<file path="src/rtl/seg_scan_driver.sv">
// seg_scan_driver: two-digit multiplexed seven-segment driver with per-frame snapshot and blanking
module seg_scan_driver #(
  parameter int DIGIT_CYCLES   = 50000,
  parameter int BLANK_CYCLES   = 1000,
  parameter int SEG_ACTIVE_LOW = 1,
  parameter int AN_ACTIVE_LOW  = 1
) (
  input  logic        clk,
  input  logic        rst,
  input  logic [13:0] seg_in,
  output logic [6:0]  seg_out,
  output logic [1:0]  an,
  output logic        frame_tick
);
  localparam int MAXP = DIGIT_CYCLES > BLANK_CYCLES ? DIGIT_CYCLES : BLANK_CYCLES;
  localparam int CW = MAXP > 1 ? $clog2(MAXP) : 1;
  localparam logic [CW-1:0] DL = CW'(DIGIT_CYCLES - 1);
  localparam logic [CW-1:0] BL = CW'(BLANK_CYCLES > 0 ? BLANK_CYCLES - 1 : 0);
  localparam logic [6:0] SEG_X = SEG_ACTIVE_LOW != 0 ? 7'h7F : 7'h00;
  localparam logic [1:0] AN_X = AN_ACTIVE_LOW != 0 ? 2'b11 : 2'b00;
  localparam bit HAS_BLANK = BLANK_CYCLES > 0;
  typedef enum logic [1:0] {BLANK0, SHOW0, BLANK1, SHOW1} state_t;
  localparam state_t START = HAS_BLANK ? BLANK0 : SHOW0;
  state_t state_q, state_d;
  logic [CW-1:0] cnt_q, cnt_d;
  logic [13:0] lat_q, lat_d;
  logic fresh_q, last;
  logic [1:0] sel;
  logic [6:0] pat;
  // Next state, snapshot and output decode; fresh_q makes the first edge after a blank-less reset count as SHOW0 entry
  always_comb begin
    last = (state_q == BLANK0 || state_q == BLANK1) ? cnt_q == BL : cnt_q == DL;
    state_d = state_q;
    if (last)
      state_d = state_q == BLANK0 ? SHOW0 :
                state_q == SHOW0  ? (HAS_BLANK ? BLANK1 : SHOW1) :
                state_q == BLANK1 ? SHOW1 : (HAS_BLANK ? BLANK0 : SHOW0);
    cnt_d = last ? '0 : cnt_q + CW'(1);
    lat_d = (state_d == SHOW0 && (state_q != SHOW0 || fresh_q)) ? seg_in : lat_q;
    sel = state_d == SHOW0 ? 2'b01 : state_d == SHOW1 ? 2'b10 : 2'b00;
    pat = sel[0] ? lat_d[6:0] : sel[1] ? lat_d[13:7] : 7'h00;
  end
  // State, phase counter, latch and registered outputs aligned with the state register
  always_ff @(posedge clk or posedge rst) begin
    if (rst) begin
      state_q    <= START;
      cnt_q      <= '0;
      lat_q      <= '0;
      fresh_q    <= 1'b1;
      seg_out    <= SEG_X;
      an         <= AN_X;
      frame_tick <= 1'b0;
    end else begin
      state_q    <= state_d;
      cnt_q      <= cnt_d;
      lat_q      <= lat_d;
      fresh_q    <= 1'b0;
      seg_out    <= pat ^ SEG_X;
      an         <= sel ^ AN_X;
      frame_tick <= state_q == SHOW1 && last;
    end
  end
endmodule

</file>
<file path="config.mk">
export PLATFORM = sky130hd
export DESIGN_NAME = seg_scan_driver
export DESIGN_NICKNAME = d
export VERILOG_FILES = /design/src/rtl/seg_scan_driver.sv
export SDC_FILE = /design/constraint.sdc
export NUM_CORES = 1
export LEC_CHECK = 0
export BUFFER_PORTS_ARGS = -buffer_cell sky130_fd_sc_hd__buf_2
export CAP_MARGIN = 20
export CORE_MARGIN = 2
export CORE_UTILIZATION = 40
export DETAILED_ROUTE_END_ITERATION = 12
export GPL_TIMING_DRIVEN = 0
export PLACE_DENSITY = 0.71
export SLEW_MARGIN = 20
export SYNTH_ARGS = -nofsm -noshare
export SYNTH_HDL_FRONTEND = slang
export SYNTH_SLANG_ARGS = --single-unit
</file>
<file path="constraint.sdc">
create_clock -name clk -period 3.4 [get_ports clk]
set_input_delay 0.17 -clock clk [delete_from_list [all_inputs] [get_ports clk]]
set_output_delay 0.17 -clock clk [all_outputs]
set_load 0.02 [all_outputs]
</file>
==> impl_metrics.yaml, run 1 <==
yosys:
  synth_top_area_share_pct: 41.80
  async_reset_ff_share_pct: 100.0
  post-synth-top-area-cell: "dfrtp_1"
  synth_edf_count: 0
  syn_avg_cell_area_um2: 12.27
  synth_area_mm2: 0.001976
  ys_types: 33
  synth.top_cells.by_count: "33 x dfrtp_1, 15 x nand2_1, 13 x nor2_1"
  yosysMostFrequentCell: "dfrtp_1"
  ys_ff_latch: 43
  ys.flop_type: "dfrtp_1"
  synth.area.top_cells: "dfrtp_1 42%, dfstp_2 13%, mux2_4 7.6%"
  synth_fp_nets: 182
  yosysWarnings: 0
  seq_area_frac_synth_pct: 55.10
  synth_cells: 161
routing:
  routedWlPerCell_um: 13.34
  first_pass_iters: 4
  drtAntennaViolNets: 0
  via_per_inst: 4.768
  drcViolationCount: 0
  num_vias: 1254
  drt-initial-drc-count: 59
  totalWireLength_um: 3509
timing:
  finalHoldViolations: 0
  finalCriticalPeriod_ns: 2.975
  fmax_mhz: 336.1
  rsz0062_at_grt: "no"
  fin_tns_setup_ns: 0
  post-route-period-util_pct: 87.51
  worst_slew_pin_slew_ns: 0.5962
  relSlewSlack_pct: 60.26
  fin_ws_ns: 0.4246
  setup_viol: 0
  finalHoldWorstSlack_ns: 0.09833
  final.setup_skew_ns: 0.003238
  report.final.slew_viol_count: 0
global_route:
  grt_first_pass_wirelength_um: 5740
  grt_pass1_vias: 1243
  antenna_found_initial: 0
  grt_start_max_net_pins: 34
  grt_util_all_layers_pct: 14.15
  overflow: 0
die:
  die_w_um: 74.28
  die_h_um: 74.28
  start_util_pct: 41.55
  die-area_mm2: 0.005518
  ios: 26
  rows: 25
  core_mm2: 0.004755
finish:
  regArea_mm2: 0.001089
  diodes: 0
  nFillCells: 453
  synthToLayoutAreaGrowth_pct: 17.80
  multiInputGateArea_um2: 845.8
  post-route-util_pct: 48.95
  nets: 216
  drive_above_1_share_pct: 33.67
clock_tree:
  cts_tree: "done"
  h-tree-depth: 2
  worstSkewPairLatency_ns: 0.29
  clk_pin_slew_worst_paths_ns: 0.08
  cts_resized: 0
  clk_path_buf_depth: 2
  clock-sinks: 43
  post-cts-setup-buffers: 0
  cts_made_buffers: 5
  cts-root-buf: "clkbuf_8"
pwr:
  ir_drop_mv: 0.2480
  p_leak_nw: 1.111
  pwr_density_cell_mw_per_mm2: 414.4
  p_total_mw: 0.9644
placement:
  dp_hpwl_um: 2391
  gp_congestion: 0.7636
  portBuffers: 25
  dp_worst_setup_slack_ns: 0.4625
setup_path:
  crit_path_cell_trace: "or4_1 -> or3_4 -> a21oi_4 -> mux2i_2 -> nand3_2 -> buf_6 -> mux2_4"
  cp-end-kind: "flop"
  cp_data_arrival_time_ns: 3.16
  worst-path-buf-inv: 1
  critPathTopFamily: "simple AND/OR/NAND/NOR gates"
  crit_fanout: 10
  startpoint_type: "flop"
  cpMaxStageDelayCell: "or4_1"
  critPathKind: "flop to flop"
  cp.required_ns: 3.59
  cpPeakStageDelay_ns: 0.54
job:
  cap_violations: 0
worst_hold_path:
  hold_class: "primary input to flop"
outcome:
  status: "complete, no violations"
==> final timing paths <==
path | slack [ns] | depth (start not counted) | to | from
worst max-delay path | 0.42 | 7 | lat_q[11]$_DFF_PP0_ | cnt_q[10]$_DFF_PP0_
worst min-delay path | 0.1 | 2 | lat_q[7]$_DFF_PP0_ | seg_in[7]
worst max register to register | 0.42 | 7 | lat_q[11]$_DFF_PP0_ | cnt_q[10]$_DFF_PP0_
worst min register to register | 0.47 | 1 | seg_out[6]$_DFF_PP1_ | lat_q[13]$_DFF_PP0_
max in group asynchronous | 2.55 | 4 | an[1]$_DFF_PP1_ | rst
min in group asynchronous | 0.34 | 3 | cnt_q[9]$_DFF_PP0_ | rst
==> state kept, by name, indices dropped and copies added (netlist names) <==
signal,cells
an,2
cnt_q,16
frame_tick,1
fresh_q,1
lat_q,14
seg_out,7
state_q,2
==> final cells by class <==
cell class	instances	area share [%]
sequential	43	46.77
multi-input combinational	109	36.34
timing repair buffer	27	6.667
tap	67	3.602
clock buffer	5	2.957
clock inverter	3	1.882
buffer	5	1.129
inverter	4	0.6452
==> through the flow <==
| stage | instances | instance area [µm²] |
|---|---|---|
| after floorplan | 161 | 1976 |
| after global placement | 253 | 2185 |
| after detailed placement | 254 | 2205 |
| after CTS | 263 | 2327 |
| after global routing | 263 | 2327 |
| final | 263 | 2327 |
==> metal layers <==
layer	global-route usage, %	vias to the layer above	part of all wire (%)
li1	-	621	-
met1	18.32	611	47
met2	22.72	18	48
met3	3.659	4	2.7
met4	5.952	0	1.5
met5	0	-	0
==> logic make-up after synthesis <==
kind of cell    share of synthesized area, %
flops                                  55.10
compound gates                         5.003
mux                                    14.12
xor+xnor                               5.763
fa+ha+maj                              3.167
other cells                           0.1898
buf+inv                                2.090
simple gates                           14.57
==> report_power, final <==
| group | leakage (nW) | switching, mW | internal [mW] |
|---|---|---|---|
| Clock | 0.0581 | 0.180 | 0.219 |
| Sequential | 0.519 | 0.00499 | 0.521 |
| Combinational | 0.534 | 0.0184 | 0.0214 |
==> layout by cell type (no fill, tap or decap), types with 2 or more instances in the layout <==
cell / count
and3_1: 5
buf_1: 2
buf_2: 25
clkbuf_1: 2
clkbuf_8: 5
dfrtp_1: 33
dfstp_2: 10
ha_1: 5
inv_1: 3
mux2_2: 4
mux2_4: 10
mux2i_1: 7
nand2_1: 15
nand3_1: 9
nand4_1: 2
nor2_1: 13
nor2b_1: 2
o211ai_1: 7
o21ai_0: 3
or3_1: 2
xnor2_1: 4
xor2_1: 9
==> timing repair <==
action / CTS / global route
hold buffers: 1 / 0
endpoints found under the hold margin: 10 / 0
setup endpoints to repair: 0 / 0
Note: power is estimated with default switching activity, not from simulation.
==> run 2: changes to the inputs <==
- BUFFER_PORTS_ARGS: -buffer_cell sky130_fd_sc_hd__buf_2 -> unset
- DONT_BUFFER_PORTS: unset -> 1
- PLACE_DENSITY: 0.71 -> 0.66
==> run 2 against run 1 <==
Routed wire length is 4.8% lower. Critical path type unchanged. Non-clock buffer count decreased by 25. Largest power group unchanged. Clock-buffer cell count is the same.
==> impl_metrics.yaml, run 2 (synthesis gave the netlist of run 1 again) <==
outcome:
  status: "complete, no violations"
routing:
  drt-initial-drc-count: 85
  num_vias: 1177
  routedWlPerCell_um: 14.03
  drcViolationCount: 0
  drtAntennaViolNets: 0
  via_per_inst: 4.945
  totalWireLength_um: 3339
  first_pass_iters: 3
global_route:
  grt_pass1_vias: 1274
  grt_first_pass_wirelength_um: 5858
  grt_start_max_net_pins: 27
  antenna_found_initial: 0
  grt_util_all_layers_pct: 13.77
  overflow: 0
placement:
  gp_congestion: 0.7568
  place_area_mm2: 0.002079
  dp_worst_setup_slack_ns: 0.4938
  portBuffers: 0
  dp_hpwl_um: 2442
setup_path:
  cp_data_arrival_time_ns: 3.11
  cp_num_cells: 7
  cp.required_ns: 3.59
  critPathTopFamily: "simple AND/OR/NAND/NOR gates"
  r2r_start: "cnt_q[10]$_DFF_PP0_"
  reg2reg_to: "lat_q[5]$_DFF_PP0_"
  worst_r2r_path_depth: 7
  startpoint_type: "flop"
  r2r_setup_slack_ns: 0.48
  worst-path-buf-inv: 1
  cpPeakStageDelay_ns: 0.53
  critPathKind: "flop to flop"
  cp-end-kind: "flop"
  crit_path_cell_trace: "or4_1 -> or3_4 -> a21oi_4 -> mux2i_2 -> nand3_2 -> buf_6 -> mux2_4"
  crit_fanout: 10
  cpMaxStageDelayCell: "or4_1"
timing:
  rsz0062_at_grt: "no"
  fin_tns_setup_ns: 0
  fmax_mhz: 342.4
  fin_ws_ns: 0.4794
  finalHoldViolations: 0
  relSlewSlack_pct: 60.78
  worst_slew_pin_slew_ns: 0.5883
  report.final.slew_viol_count: 0
  setup_viol: 0
  final.setup_skew_ns: 0.008691
  finalCriticalPeriod_ns: 2.921
  post-route-period-util_pct: 85.90
worst_hold_path:
  min_path_cells: 1
  hold_class: "primary input to flop"
  hold_start: "seg_in[2]"
  hold_end: "lat_q[2]$_DFF_PP0_"
clock_tree:
  cts-root-buf: "clkbuf_8"
  clk_path_buf_depth: 2
  cts_resized: 0
  cts_tree: "done"
  clk_pin_slew_worst_paths_ns: 0.09
  h-tree-depth: 2
  cts_made_buffers: 5
  worstSkewPairLatency_ns: 0.30
  post-cts-setup-buffers: 0
  clock-sinks: 43
job:
  cap_violations: 0
finish:
  drive_above_1_share_pct: 23.98
  regMostFlops: "cnt_q"
  diodes: 0
  final_cell_mix: "33 x dfrtp_1, 15 x nand2_1, 13 x nor2_1"
  final_common_cell: "dfrtp_1"
  top_regs: "cnt_q x16, lat_q x14, seg_out x7"
  largest_reg_flops: 16
  final_cell_area_mm2: 0.002182
  synthToLayoutAreaGrowth_pct: 10.45
  nets: 191
die:
  ios: 26
  start_util_pct: 41.55
  core_mm2: 0.004755
  die_h_um: 74.28
  die-area_mm2: 0.005518
  die_w_um: 74.28
  rows: 25
pwr:
  p_leak_nw: 1.009
  ir_drop_mv: 0.2822
  pwr_density_cell_mw_per_mm2: 404.9
==> run 2: cell type report <==
type                       instances  area (µm²)
fill                             451        2572
tap                               67       83.83
clock inverter                     3       23.77
sequential                        43        1089
buffer                             5       26.28
multi-input combinational        109       845.8
timing repair buffer               2       30.03
clock buffer                       5       68.82
inverter                           4       15.01
==> run 2: per-stage QoR <==
| step | instances | hold WS (ns) | util, % | power [mW] |
|---|---|---|---|---|
| after floorplan | 161 | 0.3185 | - | 0.5566 |
| after global placement | 228 | 0.3204 | 43.32 | 0.5609 |
| after detailed placement | 229 | 0.06128 | 43.74 | 0.5651 |
| after CTS | 238 | 0.005771 | 45.89 | 0.8932 |
| after global routing | 238 | 0.006610 | 45.89 | 0.9151 |
| final | 238 | 0.01463 | 45.89 | 0.8835 |
==> run 2: repair_timing <==
item / 4_1_cts / 5_1_grt
hold buffers: 1 / 0
endpoints found under the setup margin: 0 / 0
hold endpoints to repair: 10 / 0
==> run 2: metal layers <==
layer	track usage (%)	vias up	share of wire, %
li1	-	571	-
met1	17.00	580	42
met2	23.21	20	51
met3	4.472	6	5.3
met4	4.167	0	1.1
met5	0	-	0
==> run 2: worst max-delay path by stage <==
stage | start | endpoint | slack, ns
6_report | cnt_q[10]$_DFF_PP0_ | lat_q[5]$_DFF_PP0_ | 0.48
5_1_grt | cnt_q[10]$_DFF_PP0_ | lat_q[5]$_DFF_PP0_ | 0.38
2_1_floorplan | cnt_q[10]$_DFF_PP0_ | lat_q[10]$_DFF_PP0_ | 0.75
3_5_place_dp | cnt_q[10]$_DFF_PP0_ | lat_q[5]$_DFF_PP0_ | 0.49
4_1_cts | cnt_q[10]$_DFF_PP0_ | lat_q[5]$_DFF_PP0_ | 0.47
3_3_place_gp | cnt_q[10]$_DFF_PP0_ | lat_q[9]$_DFF_PP0_ | 0.45
==> run 2: power breakdown <==
group | leakage (nW) | switching [mW] | internal, mW | total [mW]
clock network | 0.0408 | 0.181 | 0.147 | 0.328
registers | 0.519 | 0.00458 | 0.521 | 0.526
logic | 0.449 | 0.0144 | 0.0155 | 0.0299
total | 1.01 | 0.200 | 0.683 | 0.884
